<file path="src/rtl/bus_arbiter.sv">
// Two-requester (instruction fetch / data) arbiter in front of one shared memory port.
// Round-robin between requesters, with a data-side bus lock and a per-access ack timeout.
module bus_arbiter #(
    parameter int unsigned TIMEOUT_CYCLES = 255
) (
    input  logic        clk,
    input  logic        sync_rst_n,
    input  logic        clk_en,
    input  logic        inst_req,
    input  logic [29:0] inst_address,
    output logic [31:0] inst_rdata,
    output logic        inst_ready,
    input  logic        data_req,
    input  logic        data_we,
    input  logic [29:0] data_address,
    input  logic [3:0]  data_mask,
    input  logic [31:0] data_wdata,
    input  logic        bus_lock,
    output logic [31:0] data_rdata,
    output logic        data_ready,
    output logic        mem_req,
    output logic        mem_we,
    output logic [29:0] mem_address,
    output logic [3:0]  mem_mask,
    output logic [31:0] mem_wdata,
    input  logic [31:0] mem_rdata,
    input  logic        mem_ack,
    output logic        grant_data,
    output logic        timeout_err
);

    typedef enum logic [1:0] {IDLE, BUSY_I, BUSY_D} state_t;

    // Abort fires on the edge where the wait counter would reach TIMEOUT_CYCLES,
    // so mem_req stays high for exactly TIMEOUT_CYCLES cycles without an ack.
    localparam logic [9:0] WAIT_LAST = 10'(TIMEOUT_CYCLES - 1);

    state_t      state_reg, state_next;
    logic [9:0]  wait_reg, wait_next;
    logic        lock_reg, lock_next;
    logic        last_data_reg, last_data_next;
    logic        timeout_reg, timeout_next;
    logic        inst_ready_reg, inst_ready_next;
    logic        data_ready_reg, data_ready_next;
    logic [31:0] inst_rdata_reg, inst_rdata_next;
    logic [31:0] data_rdata_reg, data_rdata_next;
    logic [29:0] addr_reg, addr_next;
    logic        we_reg, we_next;
    logic [3:0]  mask_reg, mask_next;
    logic [31:0] wdata_reg, wdata_next;
    logic        inst_win, data_win;

    always_ff @(posedge clk) begin
        if (!sync_rst_n) begin
            state_reg      <= IDLE;
            wait_reg       <= '0;
            lock_reg       <= 1'b0;
            last_data_reg  <= 1'b1;
            timeout_reg    <= 1'b0;
            inst_ready_reg <= 1'b0;
            data_ready_reg <= 1'b0;
            inst_rdata_reg <= '0;
            data_rdata_reg <= '0;
            addr_reg       <= '0;
            we_reg         <= 1'b0;
            mask_reg       <= '0;
            wdata_reg      <= '0;
        end else begin
            state_reg      <= state_next;
            wait_reg       <= wait_next;
            lock_reg       <= lock_next;
            last_data_reg  <= last_data_next;
            timeout_reg    <= timeout_next;
            inst_ready_reg <= inst_ready_next;
            data_ready_reg <= data_ready_next;
            inst_rdata_reg <= inst_rdata_next;
            data_rdata_reg <= data_rdata_next;
            addr_reg       <= addr_next;
            we_reg         <= we_next;
            mask_reg       <= mask_next;
            wdata_reg      <= wdata_next;
        end
    end

    always_comb begin
        state_next      = state_reg;
        wait_next       = wait_reg;
        lock_next       = lock_reg;
        last_data_next  = last_data_reg;
        timeout_next    = timeout_reg;
        inst_ready_next = 1'b0;
        data_ready_next = 1'b0;
        inst_rdata_next = inst_rdata_reg;
        data_rdata_next = data_rdata_reg;
        addr_next       = addr_reg;
        we_next         = we_reg;
        mask_next       = mask_reg;
        wdata_next      = wdata_reg;
        // A held lock shuts the instruction side out entirely.
        inst_win = inst_req && !lock_reg && (!data_req || last_data_reg);
        data_win = data_req && (lock_reg || !inst_req || !last_data_reg);

        if (clk_en) begin
            case (state_reg)
                IDLE: begin
                    if (inst_win) begin
                        state_next     = BUSY_I;
                        wait_next      = '0;
                        last_data_next = 1'b0;
                        addr_next      = inst_address;
                        we_next        = 1'b0;
                        mask_next      = 4'hF;
                        wdata_next     = '0;
                    end else if (data_win) begin
                        state_next     = BUSY_D;
                        wait_next      = '0;
                        last_data_next = 1'b1;
                        addr_next      = data_address;
                        we_next        = data_we;
                        mask_next      = data_mask;
                        wdata_next     = data_wdata;
                    end
                end
                BUSY_I, BUSY_D: begin
                    if (mem_ack) begin
                        state_next = IDLE;
                        if (state_reg == BUSY_I) begin
                            inst_rdata_next = mem_rdata;
                            inst_ready_next = 1'b1;
                        end else begin
                            data_rdata_next = mem_rdata;
                            data_ready_next = 1'b1;
                            lock_next       = bus_lock;
                        end
                    end else if (wait_reg == WAIT_LAST) begin
                        // Aborted data access releases any lock so the bus cannot stay stuck.
                        state_next   = IDLE;
                        timeout_next = 1'b1;
                        if (state_reg == BUSY_I) begin
                            inst_rdata_next = '0;
                            inst_ready_next = 1'b1;
                        end else begin
                            data_rdata_next = '0;
                            data_ready_next = 1'b1;
                            lock_next       = 1'b0;
                        end
                    end else begin
                        wait_next = wait_reg + 10'd1;
                    end
                end
                default: state_next = IDLE;
            endcase
        end
    end

    assign mem_req     = (state_reg != IDLE);
    assign grant_data  = (state_reg == BUSY_D);
    assign mem_we      = we_reg;
    assign mem_address = addr_reg;
    assign mem_mask    = mask_reg;
    assign mem_wdata   = wdata_reg;
    assign inst_rdata  = inst_rdata_reg;
    assign inst_ready  = inst_ready_reg;
    assign data_rdata  = data_rdata_reg;
    assign data_ready  = data_ready_reg;
    assign timeout_err = timeout_reg;

endmodule

</file>
<file path="config.mk">
export PLATFORM = sky130hd
export DESIGN_NAME = bus_arbiter
export DESIGN_NICKNAME = d
export VERILOG_FILES = /design/src/rtl/bus_arbiter.sv
export SDC_FILE = /design/constraint.sdc
export NUM_CORES = 1
export LEC_CHECK = 0
export CORE_MARGIN = 3
export CORE_UTILIZATION = 39
export CTS_BUF_LIST = sky130_fd_sc_hd__clkbuf_8
export DETAILED_ROUTE_END_ITERATION = 6
export PLACE_DENSITY_LB_ADDON = 0.1
export SYNTH_ARGS = -nofsm -noshare
export SYNTH_HDL_FRONTEND = slang
export SYNTH_SLANG_ARGS = --single-unit
</file>
<file path="constraint.sdc">
create_clock -name clk -period 1.6 [get_ports clk]
set_input_delay 0.16 -clock clk [delete_from_list [all_inputs] [get_ports clk]]
set_output_delay 0.16 -clock clk [all_outputs]
set_load 0.005 [all_outputs]
</file>
==> flow_summary.yaml <==
routing:
  drt_iter0_markers: 462
  viasPerCell: 5.435
  drc: 0
  wire_per_inst_um: 18.13
  vias: 6359
  wl_um: 21210
  postRouteAntennaNets: 0
  dr.pass1.iters: 5
layout:
  drive_above_1_share: 0.1339
  fin_nets: 1115
  syn2layout_area_growth_pct: 64.97
  final-seq-area_sq_mm: 0.002968
  antenna_cells: 0
  fillerInstances: 1206
  multi_input_area_sq_mm: 0.002688
  final_core_utilization: 0.6658
global_route:
  grt_max_degree: 58
  antenna_found_initial: 1
  grt_pass1_vias: 6266
  grt_use_total: 0.2389
  overflow: 0
  grt_pass1_wl_um: 31740
setup_path:
  r2r_slack_ns: -0.03
  start_kind: "register"
  reg2reg_to: "wait_reg[3]"
  r2r-start: "wait_reg[8]"
  cp_slowest_cell: "and4bb_4"
  critPathMaxFanout: 5
  critPathMostFrequentCell: "buf_6"
  worstSetupPathType: "register to register"
  end_kind: "register"
  cp.arrival_ns: 1.96
  max_stage_delay_ns: 0.33
  path_cells: "and4bb_4 -> buf_6 -> a31oi_4 -> buf_12 -> buf_6 -> buf_6 -> a32oi_1 -> a21oi_1"
  reg2reg_depth: 8
  worstPathRequired_ns: 1.93
clocking:
  hold_buffers: 0
  clkLatencyLatePin_ns: 0.45
  numCtsBuffers: 17
  htreeDepth: 4
  clkSinkCount: 148
  clkTransAtPathRegs_ns: 0.08
  cts_root_buf: "clkbuf_8"
  cts_tree: "done"
  clock_tree.buffer_depth: 2
run:
  cap_violations: 0
yosys:
  synth_area_per_cell_sq_um: 8.795
  yosysSeqAreaShare: 0.4976
  synth_enable_flop_cells: 0
  async_reset_ff_frac: 0
  synthFlopType: "dfxtp_1"
  synth_area_sq_mm: 0.005954
  synth.most_common_cell: "dfxtp_1"
  syn_nets: 819
  synth_top_area_frac: 0.4976
  ys_ff_latch: 148
  syn_inst: 677
  yosysTopAreaCell: "dfxtp_1"
  synthTopCellsByArea: "dfxtp_1 50%, nand2_1 6.6%, nand3_1 6.4%, a21oi_1 5.7%, a32o_1 5.5%"
  synth_cell_types: 47
  yosysWarnings: 0
  synth_commonest_cells: "148 x dfxtp_1, 105 x nand2_1, 76 x nand3_1"
floorplan:
  chipHeight_um: 129.6
  ios: 272
  die_x_um: 129.6
  start_util: 0.4036
  rows: 44
  die_area_sq_mm: 0.01679
  coreArea_sq_mm: 0.01475
timing:
  hold_violations: 0
  fin_skew_ns: 0.008903
  fin_crit_sh: 1.018
  fin_ws_ns: -0.02827
  maxSlewViolCount: 0
  holdWs_ns: 0.2253
  clock.fmax_mhz: 614.1
  relSlewSlack: 0.6289
  setup_viol: 1
  rsz0062_at_grt: "yes"
  tightest_slew_ns: 0.5566
  post-route-min-period_ns: 1.628
hold_path:
  hp-class: "input port to register"
  whs_endpoint: "timeout_err"
  min_from: "mem_ack"
  holdPathStages: 3
placement:
  gp_congestion: 0.8424
  io_buffers: 271
  place_hpwl_um: 14850
power_and_ir_drop:
  ir_drop_mv: 0.5817
  power_mw: 8.735
  powerDensity_mw_per_mm2: 889.2
  p_leak_nw: 3.555
outcome:
  status: "finished, violations left"
  violations: "setup timing"
cells in the final DEF (no fill, tap or decap), types with 3 or more instances in the layout:
cell type | synthesis | final
clkdlybuf4s50_1 | 0 | 268
dfxtp_1 | 148 | 144
nand2_1 | 105 | 105
nand3_1 | 76 | 75
a21oi_1 | 68 | 67
buf_4 | 2 | 40
nor2_1 | 41 | 39
a32o_1 | 33 | 32
a311oi_1 | 30 | 30
o21ai_0 | 26 | 21
clkbuf_8 | 0 | 20
o21ai_1 | 9 | 14
buf_12 | 0 | 14
inv_1 | 12 | 11
nor3_1 | 12 | 11
buf_6 | 9 | 11
nand4_1 | 5 | 5
a31oi_1 | 4 | 4
o211ai_1 | 4 | 4
ha_1 | 6 | 4
dfxtp_2 | 0 | 4
clkinv_2 | 0 | 3
a21oi_4 | 1 | 3
nor2b_1 | 3 | 3
mux2i_1 | 3 | 3
clkinv_4 | 0 | 3
clkbuf_16 | 0 | 3
power breakdown:
group / total [mW] / internal [mW] / switching, mW
registers: 3.99 / 3.88 / 0.109
logic: 1.97 / 1.10 / 0.867
clock network: 2.77 / 1.35 / 1.42
total: 8.74 / 6.34 / 2.40
critical path: cells and delay by family, from the launching register on:
family          cells  cell delay, ns
buf+inv             4            0.48
compound gates      3            0.38
simple gates        1            0.33
flops               1            0.32
timing repair:
action                     in CTS  in global routing
cloned                          4                  3
resized for setup              28                 19
pin swaps                       8                 41
setup endpoints to repair      67                126
setup buffers                   3                  4
cell families after synthesis:
kind of cell,Yosys count,share of synthesized area
AOI/OAI and AO/OA,193,0.2278
adders and majority gates,6,0.01261
buffers and inverters,76,0.06976
DFF,148,0.4976
muxes,3,0.005043
and+or+nand+nor,251,0.1872
metrics by stage:
step | area (sq um) | cells | setup WS [ns] | TNS, ns
finish | 9823 | 1170 | -0.02827 | -0.02827
global route | 9823 | 1170 | -0.05878 | -1.749
CTS | 9639 | 1163 | 0.0002047 | 0
detailed placement | 9115 | 1124 | -0.2931 | -20.54
global placement | 9115 | 1124 | -0.2143 | -15.14
floorplan | 5973 | 677 | 0.01684 | 0
layer usage:
| layer | global-route usage | vias up | routed length, um |
|---|---|---|---|
| met3 | 0.09357 | 32 | 1957 |
| met5 | 0 | - | 13 |
| met2 | 0.4098 | 260 | 10610 |
| met4 | 0.08619 | 2 | 476 |
| met1 | 0.2698 | 3023 | 8154 |
| li1 | - | 3042 | - |
worst max path at each step:
stage                             from             end  slack (ns)  cells after the start
after global placement          clk_en  data_rdata[18]       -0.21                      5
after CTS                 state_reg[1]   data_rdata[0]      0.0002                      8
after detailed placement        clk_en  data_rdata[10]       -0.29                      5
after global routing      state_reg[0]     wait_reg[4]       -0.06                      8
after floorplan           state_reg[0]     wait_reg[7]        0.02                      6
final                      wait_reg[8]     wait_reg[3]       -0.03                      8
final cells by class:
class / count / share of cell area
well taps: 184 / 0.02344
repair buffers: 340 / 0.3573
inverters: 12 / 0.004713
flip-flops and latches: 148 / 0.3021
clock buffers: 20 / 0.02802
multi-input cells: 454 / 0.2736
clock inverters: 12 / 0.01083
No activity file was read; power rests on OpenSTA's default activity.
